--- config.mk ---
export PLATFORM = sky130hd
export DESIGN_NAME = irq_timer
export DESIGN_NICKNAME = d
export VERILOG_FILES = /design/src/rtl/irq_timer_pkg.sv /design/src/rtl/irq_down_counter.sv /design/src/rtl/irq_timer.sv
export SDC_FILE = /design/constraint.sdc
export NUM_CORES = 1
export LEC_CHECK = 0
export ABC_CLOCK_PERIOD_IN_PS = 2000
export BUFFER_PORTS_ARGS = -buffer_cell sky130_fd_sc_hd__buf_2
export CORE_ASPECT_RATIO = 0.9
export CORE_MARGIN = 8
export CORE_UTILIZATION = 40
export DETAILED_ROUTE_END_ITERATION = 10
export GPL_TIMING_DRIVEN = 0
export MAX_ROUTING_LAYER = met4
export PLACE_DENSITY_LB_ADDON = 0.05
export SLEW_MARGIN = 0
export SYNTH_ARGS = -nofsm -noshare
export SYNTH_HDL_FRONTEND = slang
export SYNTH_SLANG_ARGS = --single-unit
--- constraint.sdc ---
create_clock -name clk -period 2 [get_ports clk]
set_input_delay 0.4 -clock clk [delete_from_list [all_inputs] [get_ports clk]]
set_output_delay 0.4 -clock clk [all_outputs]
set_load 0.1 [all_outputs]
--- src/rtl/irq_timer_pkg.sv ---
// Shared register map, bit positions and NMI generator states for irq_timer.
package irq_timer_pkg;

  localparam logic [2:0] REG_CTRL      = 3'd0;
  localparam logic [2:0] REG_STATUS    = 3'd1;
  localparam logic [2:0] REG_RELOAD_LO = 3'd2;
  localparam logic [2:0] REG_RELOAD_HI = 3'd3;
  localparam logic [2:0] REG_COUNT_LO  = 3'd4;
  localparam logic [2:0] REG_COUNT_HI  = 3'd5;
  localparam logic [2:0] REG_SOFT      = 3'd6;
  localparam logic [2:0] REG_NMI_DELAY = 3'd7;

  localparam int unsigned CTRL_EN      = 0;
  localparam int unsigned CTRL_IEN     = 1;
  localparam int unsigned CTRL_ONESHOT = 2;
  localparam int unsigned CTRL_RELOAD  = 7;

  localparam int unsigned ST_TPEND = 0;
  localparam int unsigned ST_SPEND = 1;
  localparam int unsigned ST_NPEND = 2;

  localparam int unsigned SOFT_SET = 0;
  localparam int unsigned SOFT_NMI = 1;

  typedef enum logic [1:0] {
    NMI_IDLE,
    NMI_ARMED,
    NMI_FIRE
  } nmi_state_t;

endpackage

--- src/rtl/irq_down_counter.sv ---
// Loadable down-counter that holds at zero; load has priority over tick.
module irq_down_counter #(
  parameter int unsigned      WIDTH     = 16,
  parameter logic [WIDTH-1:0] RESET_VAL = '0
) (
  input  logic             clk,
  input  logic             reset,
  input  logic             load,
  input  logic [WIDTH-1:0] load_val,
  input  logic             tick,
  output logic [WIDTH-1:0] count,
  output logic             zero
);

  assign zero = (count == '0);

  always_ff @(posedge clk) begin
    if (reset) begin
      count <= RESET_VAL;
    end else if (load) begin
      count <= load_val;
    end else if (tick && !zero) begin
      count <= count - WIDTH'(1);
    end
  end

endmodule

--- src/rtl/irq_timer.sv ---
// Bus-mapped interrupt source: 16-bit reload timer, software IRQ latch and
// delayed NMI generator, all advancing only on cs/phi3-qualified clocks.
module irq_timer
  import irq_timer_pkg::*;
#(
  parameter logic [15:0] RESET_RELOAD    = 16'hFFFF,
  parameter logic [7:0]  NMI_DELAY_RESET = 8'd2
) (
  input  logic       clk,
  input  logic       reset,
  input  logic       phi3,
  input  logic       cs,
  input  logic [2:0] addr,
  input  logic       write,
  input  logic [7:0] data_i,
  output logic [7:0] data_o,
  output logic       irq,
  output logic       nmi
);

  logic        ctrl_en, ctrl_ien, ctrl_oneshot;
  logic        tpend, spend, npend;
  logic [15:0] reload_q;
  logic [7:0]  nmi_delay_q, snap_q;
  logic [15:0] count;
  logic        count_zero;
  logic [7:0]  nmi_cnt;
  logic        nmi_zero;
  nmi_state_t  nmi_state, nmi_next;
  logic        npend_set, nmi_tick;
  logic [7:0]  rd_data;

  logic bus_wr, bus_rd;
  assign bus_wr = cs & phi3 & write;
  assign bus_rd = cs & phi3 & ~write;

  logic wr_ctrl, wr_status, wr_lo, wr_hi, wr_soft, wr_delay;
  assign wr_ctrl   = bus_wr && (addr == REG_CTRL);
  assign wr_status = bus_wr && (addr == REG_STATUS);
  assign wr_lo     = bus_wr && (addr == REG_RELOAD_LO);
  assign wr_hi     = bus_wr && (addr == REG_RELOAD_HI);
  assign wr_soft   = bus_wr && (addr == REG_SOFT);
  assign wr_delay  = bus_wr && (addr == REG_NMI_DELAY);

  // A reload strobe suppresses the tick entirely, so no expiry can coincide with it.
  logic reload_strobe, tick, expire, hi_load, timer_load;
  logic [15:0] timer_load_val;
  assign reload_strobe  = wr_ctrl & data_i[CTRL_RELOAD];
  assign tick           = phi3 & ctrl_en & ~reload_strobe;
  assign expire         = tick & count_zero;
  assign hi_load        = wr_hi & ~ctrl_en;
  assign timer_load     = reload_strobe | expire | hi_load;
  assign timer_load_val = hi_load ? {data_i, reload_q[7:0]} : reload_q;

  irq_down_counter #(
    .WIDTH     (16),
    .RESET_VAL (RESET_RELOAD)
  ) u_timer (
    .clk      (clk),
    .reset    (reset),
    .load     (timer_load),
    .load_val (timer_load_val),
    .tick     (tick),
    .count    (count),
    .zero     (count_zero)
  );

  logic arm;
  assign arm = wr_soft & data_i[SOFT_NMI];

  irq_down_counter #(
    .WIDTH     (8),
    .RESET_VAL (8'd0)
  ) u_nmi_delay (
    .clk      (clk),
    .reset    (reset),
    .load     (arm),
    .load_val (nmi_delay_q),
    .tick     (nmi_tick),
    .count    (nmi_cnt),
    .zero     (nmi_zero)
  );

  // Fires on the phi3 that takes the count to zero (or immediately when already zero).
  always_comb begin
    nmi_next  = nmi_state;
    npend_set = 1'b0;
    nmi_tick  = 1'b0;
    if (arm) begin
      nmi_next = NMI_ARMED;
    end else begin
      case (nmi_state)
        NMI_ARMED: if (phi3) begin
          nmi_tick = 1'b1;
          if (nmi_zero || nmi_cnt == 8'd1) begin
            npend_set = 1'b1;
            nmi_next  = NMI_FIRE;
          end
        end
        NMI_FIRE: if (phi3) nmi_next = NMI_IDLE;
        default:  nmi_next = NMI_IDLE;
      endcase
    end
  end

  always_ff @(posedge clk) begin
    if (reset) nmi_state <= NMI_IDLE;
    else       nmi_state <= nmi_next;
  end

  always_comb begin
    rd_data = '0;
    case (addr)
      REG_CTRL:      rd_data = {5'b0, ctrl_oneshot, ctrl_ien, ctrl_en};
      REG_STATUS:    rd_data = {5'b0, npend, spend, tpend};
      REG_RELOAD_LO: rd_data = reload_q[7:0];
      REG_RELOAD_HI: rd_data = reload_q[15:8];
      REG_COUNT_LO:  rd_data = count[7:0];
      REG_COUNT_HI:  rd_data = snap_q;
      REG_NMI_DELAY: rd_data = nmi_delay_q;
      default:       rd_data = '0;
    endcase
  end

  always_ff @(posedge clk) begin
    if (reset) begin
      ctrl_en      <= 1'b0;
      ctrl_ien     <= 1'b0;
      ctrl_oneshot <= 1'b0;
      tpend        <= 1'b0;
      spend        <= 1'b0;
      npend        <= 1'b0;
      reload_q     <= RESET_RELOAD;
      nmi_delay_q  <= NMI_DELAY_RESET;
      snap_q       <= '0;
      data_o       <= '0;
      irq          <= 1'b0;
      nmi          <= 1'b0;
    end else begin
      if (wr_ctrl) begin
        ctrl_en      <= data_i[CTRL_EN];
        ctrl_ien     <= data_i[CTRL_IEN];
        ctrl_oneshot <= data_i[CTRL_ONESHOT];
      end else if (expire && ctrl_oneshot) begin
        ctrl_en <= 1'b0;
      end
      tpend <= expire | (tpend & ~(wr_status & data_i[ST_TPEND]));
      spend <= (wr_soft & data_i[SOFT_SET]) | (spend & ~(wr_status & data_i[ST_SPEND]));
      npend <= npend_set | (npend & ~(wr_status & data_i[ST_NPEND]));
      if (wr_lo)    reload_q[7:0]  <= data_i;
      if (wr_hi)    reload_q[15:8] <= data_i;
      if (wr_delay) nmi_delay_q    <= data_i;
      if (bus_rd) begin
        data_o <= rd_data;
        if (addr == REG_COUNT_LO) snap_q <= count[15:8];
      end
      irq <= (tpend & ctrl_ien) | spend;
      nmi <= npend;
    end
  end

endmodule

==> run metrics, run 1 <==
CP endpoint kind flop; vias in the first global route 3519; gr ovfl total 0; Inserted Clock Buffers 9; metal3 WL 615 µm; placed instance count 608; first-pass GRT wire length 19900 µm; Avg WL per Cell 19.9 µm; YS warnings 0; Slew @ Worst Pin 0.875 ns; Post-DP HPWL 9100 µm; RSZ-0062 raised after global routing yes; CTS clk-pin slew, worst paths 0.09 ns; worst flop-to-flop path endpoint u_timer.count[11]; storage element area 1500 µm²; Max Fanout on Critical Path 5; mapped cell area 3860 µm²; Total GRT Usage 0.202; I/O Pins 26; HP Class input pin to flop; Final Hold Fails 0; RePlAce Congestion 0.880; Final Non-Filler Cells 635; root buffer cell clkbuf_8; Pins Over Slew Limit 0; Placement Cell Area 4140 µm²; initial drt markers 218; Worst Path Class, Setup flop to flop; worst skew pair latency 0.36 ns; Leak 1.80 nW; CTS tree yes; CP arrival 2.37 ns; vias after detailed routing 3680; Post-synth EDFFs 0; Die Area 13000 µm²; CORE AREA 9530 µm²; Post-Synthesis Cells 459; Tcrit/Tclk final 1.06; layout cell share with drive strength beyond 1 0.240; failing checks setup timing; chip width 120 µm; Max Used Layer met4; ranking of synthesized cells by area dfxtp_1 38%, mux2i_1 8.6%, nor2_1 6.4%; max-cap viol count 0; FP Rows 34; min Tclk post-route 2.11 ns; port bufs 23; Yosys reg bits 74; hold_buf cts 0; max_slew headroom 0.414; status finished, violations left; area of the multi-input gates 2340 µm²; R2R depth 6; design area 4630 µm²; initial antenna violation count 0; CP startpoint kind flop; post-synth top area cell dfxtp_1; metal2 WL 5680 µm; Max Buffers Root-to-Sink 2; CTS H-Tree Depth 3; clock sink total 74; Initial Utilization 0.405; routed wire length 12700 µm; Main synth FF type dfxtp_1; VDD IR max 316 µV; largest net degree at the start of global routing 15; worst reg2reg startpoint u_timer.count[6]; Max Freq 0.474 GHz; synth unique cells 58; post-route ant nets 0; final setup fails 5; final core utilization 0.486; Worst Path Required 2.25 ns; hold depth 3; number of vias per cell 5.80; Layout area overhead 20.1%; WL met1 6040 µm; Mapped Nets 480; Setup TNS Final -0.227 ns; clock skew 0.00884 ns; r2r setup slk -0.11 ns; die height 109 µm; Post-synth ARST share 0; HP Start data_i[4]; register area share after synthesis 0.384; top-area cell type share of the netlist area 0.384; Final #Nets 525; Pwr Density 649 nW/µm²; Post-Place Setup Slack -0.515 ns; TritonRoute pass-1 iters 5; Avg Inst Size Synth 8.40 µm²; Filler cells 1006; # diodes 0; PnR worst setup slack -0.112 ns; Min-Delay Endpoint reload_q[12]; drt drc 0
==> worst max path at each step <==
stage	slack, ns	from	endpoint	cells after the start
6_report	-0.11	u_timer.count[6]	u_timer.count[11]	6
5_1_grt	-0.15	u_timer.count[6]	u_timer.count[11]	6
4_1_cts	-0.11	u_timer.count[1]	u_timer.count[9]	4
3_5_place_dp	-0.52	addr[2]	reload_q[7]	7
3_3_place_gp	-0.50	addr[2]	reload_q[5]	7
2_1_floorplan	-0.02	addr[0]	u_timer.count[11]	7
==> area by class of cell <==
type / count / share of cell area
buffer: 29 / 0.0373
multi-input combinational: 345 / 0.505
clock inverter: 7 / 0.0165
timing repair buffer: 36 / 0.0500
sequential: 74 / 0.323
tap: 126 / 0.0340
inverter: 9 / 0.00729
clock buffer: 9 / 0.0267
==> worst max-delay path, cell delays in order (launching register included) <==
cell and delay, ns:
dfxtp_4 0.35, or4_4 0.58, buf_6 0.15, nor2_4 0.09, nand3b_1 0.10, or4b_1 0.52, a31o_4 0.22
==> registers in the layout, summed over array words and instances, names as in the netlist <==
register           flops
data_o                 8
ctrl_en                1
spend                  1
u_nmi_delay.count      8
ctrl_oneshot           1
u_timer.count         16
nmi_delay_q            8
irq                    1
snap_q                 8
nmi                    1
reload_q              16
tpend                  1
nmi_state              2
npend                  1
ctrl_ien               1
==> synth_stat cells (6+ instances only) <==
| cell | n |
|---|---|
| dfxtp_1 | 74 |
| nor2_1 | 66 |
| nand2_1 | 45 |
| mux2i_1 | 33 |
| a21oi_1 | 22 |
| nand3_1 | 18 |
| clkbuf_1 | 16 |
| a211oi_1 | 14 |
| mux2_2 | 11 |
| o21ai_0 | 11 |
| a22oi_1 | 10 |
| nor3_1 | 9 |
| a31oi_1 | 8 |
| inv_1 | 8 |
| nand4_1 | 7 |
| buf_1 | 6 |
| nand3b_1 | 6 |
| o31ai_1 | 6 |
==> placed cells by master (no fill, tap or decap), types with 11 or more instances in the layout <==
| master | instances |
|---|---|
| a21oi_1 | 21 |
| dfxtp_1 | 67 |
| clkbuf_1 | 11 |
| nor2_1 | 63 |
| nand3_1 | 16 |
| buf_2 | 26 |
| mux2_2 | 11 |
| nand2_1 | 45 |
| a211oi_1 | 14 |
| mux2i_1 | 33 |
==> power by group <==
part	switching, W	internal, W
Sequential	0.0000153	0.00149
Combinational	0.000192	0.0000883
Clock	0.000639	0.000585
==> timing repair <==
item | in CTS | in global routing
pin swaps | 14 | 10
gates cloned | 1 | 0
resized for setup | 35 | 28
buffers inserted | 10 | 2
setup endpoints to repair | 25 | 39
==> cell families (layout without fill, tap and decap cells) <==
group | after synthesis | count (layout) | synth area share
AO/OA/AOI/OAI | 96 | 96 | 0.165
buffers and inverters | 40 | 90 | 0.0522
AND/OR/NAND/NOR | 192 | 192 | 0.243
multiplexers | 45 | 45 | 0.124
flip-flops | 74 | 74 | 0.384
adder cells (fa/ha/maj) | 5 | 5 | 0.0162
XOR/XNOR | 7 | 7 | 0.0159
==> through the flow <==
| step | total power (W) | hold slack (ns) |
|---|---|---|
| 6_report | 0.00301 | 0.323 |
| 5_1_grt | 0.00312 | 0.315 |
| 4_1_cts | 0.00303 | 0.310 |
| 3_5_place_dp | 0.00180 | 0.455 |
| 3_3_place_gp | 0.00180 | 0.444 |
| 2_1_floorplan | 0.00171 | 0.445 |
==> layer usage <==
metal	GRT usage	vias to the layer above
li1	-	1746
met3	0.0342	28
met5	-	-
met2	0.312	130
met4	0.0703	0
met1	0.263	1776
Power figures use the tool's default switching activity.
==> run 2, diff against run 1 <==
- CELL_PAD_IN_SITES_DETAIL_PLACEMENT: default -> 1
- CELL_PAD_IN_SITES_GLOBAL_PLACEMENT: default -> 2
- CORE_UTILIZATION: 40 -> 33
==> run metrics, run 2 (synthesis gave the netlist of run 1 again) <==
Layout area overhead 27.3%; Final Hold Fails 0; failing checks setup timing; Worst Path Class, Setup flop to flop; drt drc 0; HP Start data_i[5]; gr ovfl total 0; clock sink total 74; CP endpoint kind flop; TritonRoute pass-1 iters 4; final core utilization 0.429; largest registers reload_q: 16 flops, u_timer.count: 16 flops; worst skew pair latency 0.34 ns; PnR worst setup slack -0.156 ns; CTS H-Tree Depth 3; Max Buffers Root-to-Sink 2; Final #Nets 524; Placement Cell Area 4180 µm²; chip width 130 µm; routed wire length 14400 µm; Slew @ Worst Pin 0.916 ns; vias after detailed routing 3655; Avg WL per Cell 21.7 µm; Max Freq 0.464 GHz; Final Non-Filler Cells 664; final setup fails 16; number of vias per cell 5.50; status finished, violations left; first-pass GRT wire length 22600 µm; CP arrival 2.39 ns; crit-path cells or4_4, nor2_2, nand3b_1, or4b_1, a31o_2; Worst Path Required 2.23 ns; Critical Path Max Stage Delay 0.58 ns; placed instance count 638; Leak 1.88 nW; max-cap viol count 0; post-route ant nets 0; Pins Over Slew Limit 0; largest net degree at the start of global routing 13; worst reg2reg startpoint u_timer.count[7]; commonest non-fill, non-tap cells in the layout 66 x dfxtp_1, 57 x nor2_1, 45 x nand2_1; CORE AREA 11400 µm²; CTS clk-pin slew, worst paths 0.06 ns; Tcrit/Tclk final 1.08; VDD IR max 388 µV; initial drt markers 271; max_slew headroom 0.387; design area 4910 µm²; Die Area 15400 µm²; Total GRT Usage 0.200; min Tclk post-route 2.16 ns; HP Class input pin to flop; Inserted Clock Buffers 9; # diodes 0; FP Rows 37; CP startpoint kind flop; CTS tree yes; initial antenna violation count 0; Critical Path Start u_timer.count[7]; Initial Utilization 0.337; die height 119 µm; most common cell after layout, fill and taps aside dfxtp_1; vias in the first global route 3773; root buffer cell clkbuf_16; Slowest-stage cell, CP or4_4; clock skew 0.00706 ns; port bufs 23; RSZ-0062 raised after global routing yes; critical path's top delay family simple AND/OR/NAND/NOR gates; RePlAce Congestion 0.880; layout cell share with drive strength beyond 1 0.274; Max Fanout on Critical Path 4; CP bufs+invs 0; Post-DP HPWL 10400 µm; post-layout total power 0.00344 W; I/O Pins 26; Pwr Density 700 nW/µm²
[run 2: changes by cell type in the layout (fill, tap and decap cells not counted), moves of 3 or more]
cell	before	now
a21oi_1	21	18
a21oi_2	1	4
buf_6	9	4
clkbuf_16	0	9
clkbuf_8	10	2
nor2_1	63	57
nor2_2	2	6
o21ai_1	7	4
[run 2: cell type report]
cell class | instances | area [µm²]
buffer | 29 | 191
inverter | 9 | 33.8
clock inverter | 5 | 53.8
clock buffer | 11 | 243
fill | 1386 | 6520
sequential | 74 | 1500
multi-input combinational | 345 | 2440
timing repair buffer | 35 | 253
tap | 156 | 195
[run 2: path summary, 6_finish.rpt]
check	endpoint	slack [ns]	depth (start not counted)
setup reg to reg	u_timer.count[11]	-0.16	5
hold reg to reg	data_o[2]	0.46	2
setup / recovery	u_timer.count[11]	-0.16	5
hold / removal	reload_q[13]	0.34	3
[run 2: through the flow]
stage / setup TNS (ns) / worst slack, ns / hold WS, ns
6_report: -1.18 / -0.156 / 0.335
3_5_place_dp: -19.19 / -0.577 / 0.458
5_1_grt: -2.48 / -0.205 / 0.334
3_3_place_gp: -19.10 / -0.556 / 0.443
2_1_floorplan: -0.0166 / -0.0166 / 0.445
4_1_cts: -0.580 / -0.113 / 0.325
[run 2: what timing repair did]
| item | in CTS | in global routing |
|---|---|---|
| buffers inserted | 9 | 1 |
| hold buffers | 0 | 0 |
| pin swaps | 18 | 9 |
| resized for setup | 56 | 37 |
| endpoints found under the hold margin | 0 | 0 |
| endpoints found under the setup margin | 26 | 34 |
| cloned | 2 | 0 |
[run 2: where the power goes]
group / internal [W] / switching [W]
registers: 0.00149 / 0.0000178
logic: 0.0000938 / 0.000201
clock network: 0.000996 / 0.000644
[run 2: worst register-to-register path, delay by kind of cell, from the launching register on]
family          cells  cell delay (ns)
simple gates        4             1.44
flops               1             0.35
compound gates      1             0.25
[run 2: per-layer routing]
metal	GRT usage	vias up	wire [µm]
met3	0.0521	8	782
met2	0.281	83	6310
li1	-	1755	-
met4	0.0464	0	178
met1	0.277	1809	7130
met5	-	-	0
==> run 3, diff against run 2 <==
- CORE_UTILIZATION: 33 -> 34
- SYNTH_HIERARCHICAL: default -> 1
==> run metrics, run 3 <==
Pwr Density 670 nW/µm²; clock sink total 74; synth cell count leaders 74 x dfxtp_1, 45 x nor2_1, 28 x nand2_1; Placement Cell Area 4330 µm²; switching part of the total power 0.251; hold_buf cts 0; Filler cells 1350; post-synthesis xor/xnor area fraction 0.00665; routed wire length 13900 µm; P_int 0.00253 W; sw power 0.000846 W; FP Rows 37; Pins Over Slew Limit 0; port bufs 23; ranking of synthesized cells by area dfxtp_1 37%, mux2i_1 6.1%, nor2_1 4.3%; VDD IR max 351 µV; Avg WL per Cell 21.2 µm; Inserted Clock Buffers 9; failing checks setup timing; Simple-Gate Fraction of Synth Area 0.248; CTS tree yes; min Tclk post-route 2.28 ns; post-route ant nets 0; # diodes 0; Adder-Cell Fraction of Synth Area 0.00950; max-cap viol count 0; RSZ-0062 raised after global routing yes; layout cell share with drive strength beyond 1 0.276; compound-cell area share of the yosys netlist 0.192; main combinational cell family by area after synthesis simple AND/OR/NAND/NOR gates; area of the multi-input gates 2440 µm²; Tcrit/Tclk final 1.14; vias after detailed routing 3715; Post-DP HPWL 10200 µm; Final #Nets 514; most frequent cell after synthesis dfxtp_1; mapped cell area 3950 µm²; drt drc 0; PnR worst setup slack -0.281 ns; Mapped Nets 457; final core utilization 0.442; largest registers reload_q: 16 flops, u_timer/count: 16 flops; initial antenna violation count 0; Worst Path Required 2.25 ns; I/O Pins 26; YS warnings 6; die height 118 µm; Post-synth ARST share 0; clock share of power 0.464; register area share after synthesis 0.375; first-pass GRT wire length 21600 µm; CP arrival 2.53 ns; CTS clk-pin slew, worst paths 0.06 ns; Die Area 15300 µm²; metal3 WL 583 µm; initial drt markers 228; final setup fails 16; max_slew headroom 0.544; Total GRT Usage 0.188; design area 5040 µm²; chip width 130 µm; Slew @ Worst Pin 0.685 ns; post-layout total power 0.00337 W; Max Used Layer met4; storage element area 1490 µm²; HP Class input pin to flop; post-synth top area cell dfxtp_1; Post-Synthesis Cells 438; vias in the first global route 3761; root buffer cell clkbuf_16; most common cell after layout, fill and taps aside dfxtp_1; Yosys reg bits 74; Post-synth EDFFs 0; worst skew pair latency 0.33 ns; CP startpoint kind input pin; Layout area overhead 27.4%; WL met1 6950 µm; Hold Slack 0.310 ns; clock skew 0.00346 ns; gr ovfl total 0; synth unique cells 69; mux contribution to synthesized area 0.118; Main synth FF type dfxtp_1; largest net degree at the start of global routing 12; Avg Inst Size Synth 9.02 µm²; status finished, violations left; Max Buffers Root-to-Sink 2; Initial Utilization 0.347; Final Hold Fails 0; CTS H-Tree Depth 3; CORE AREA 11400 µm²; CP endpoint kind flop; Max Fanout on Critical Path 10; Max Freq 0.438 GHz; RePlAce Congestion 0.834; Leak 1.94 nW; Flop pwr share 0.444; Worst Path Class, Setup input pin to flop; commonest non-fill, non-tap cells in the layout 70 x dfxtp_1, 43 x nor2_1, 27 x buf_2, 27 x nand2_1, 24 x mux2i_1; TritonRoute pass-1 iters 4; number of vias per cell 5.66; metal2 WL 6200 µm; top-area cell type share of the netlist area 0.375; Gate power share 0.092
-- run 3: cell count changes after synthesis, moves of 9 or more --
cell / before / now
nor3_1: 9 / 18
mux2_1: 0 / 12
nand2_1: 45 / 28
nor3b_1: 4 / 14
a211oi_1: 14 / 4
nor2_1: 66 / 45
mux2i_1: 33 / 24
nand3_1: 18 / 7
-- run 3: layer usage --
layer	GRT usage	up-vias
met5	-	-
met4	0.0515	0
met3	0.0427	10
met2	0.269	70
met1	0.258	1865
li1	-	1770
-- run 3: power by group through the flow --
stage	clock (W)	sequential [W]	combinational (W)
detailed placement	0	0.00153	0.000284
global route	0.00166	0.00150	0.000332
global placement	0	0.00153	0.000282
floorplan	0	0.00157	0.000147
finish	0.00156	0.00150	0.000312
CTS	0.00160	0.00150	0.000299
-- run 3: layout make-up --
cell class / instances / area share
buffer: 29 / 0.0442
clock buffer: 14 / 0.0544
clock inverter: 2 / 0.00199
inverter: 14 / 0.0117
multi-input combinational: 321 / 0.485
sequential: 74 / 0.296
tap: 156 / 0.0388
timing repair buffer: 46 / 0.0676
-- run 3: what timing repair did --
action | in CTS | in global routing
buffers inserted | 10 | 13
resized for setup | 34 | 22
endpoints found under the setup margin | 22 | 22
pin swaps | 16 | 15
gates cloned | 2 | 0
-- run 3: kinds of logic after synthesis --
kind of cell    after synthesis
flops                        74
buf+inv                      43
mux                          42
compound gates               98
xor+xnor                      3
simple gates                175
fa+ha+maj                     3
-- run 3: worst paths after layout --
kind                                          end  slack [ns]  depth (start not counted)             start
worst max-delay path             u_timer/count[7]       -0.28                          9           addr[2]
worst min-delay path                 nmi_state[0]        0.31                          2              phi3
worst max register to register  u_timer/count[11]       -0.26                         12  u_timer/count[0]
worst min register to register          data_o[1]        0.47                          1         data_o[1]
-- run 3: stage by stage --
| step | cells | setup TNS (ns) | setup WS, ns |
|---|---|---|---|
| 2_1_floorplan | 438 | -1.67 | -0.262 |
| 3_3_place_gp | 617 | -16.39 | -0.921 |
| 3_5_place_dp | 617 | -15.16 | -0.883 |
| 4_1_cts | 645 | -2.83 | -0.215 |
| 5_1_grt | 656 | -5.15 | -0.408 |
| 6_report | 656 | -3.50 | -0.281 |
-- run 3: critical path, stage by stage --
cell and delay (ns):
buf_8 0.12, and4b_2 0.30, nand3_4 0.09, and3_4 0.21, or4b_1 0.45, clkbuf_8 0.18, nor2_1 0.38, a2111oi_0 0.19
a211oi_1 0.19
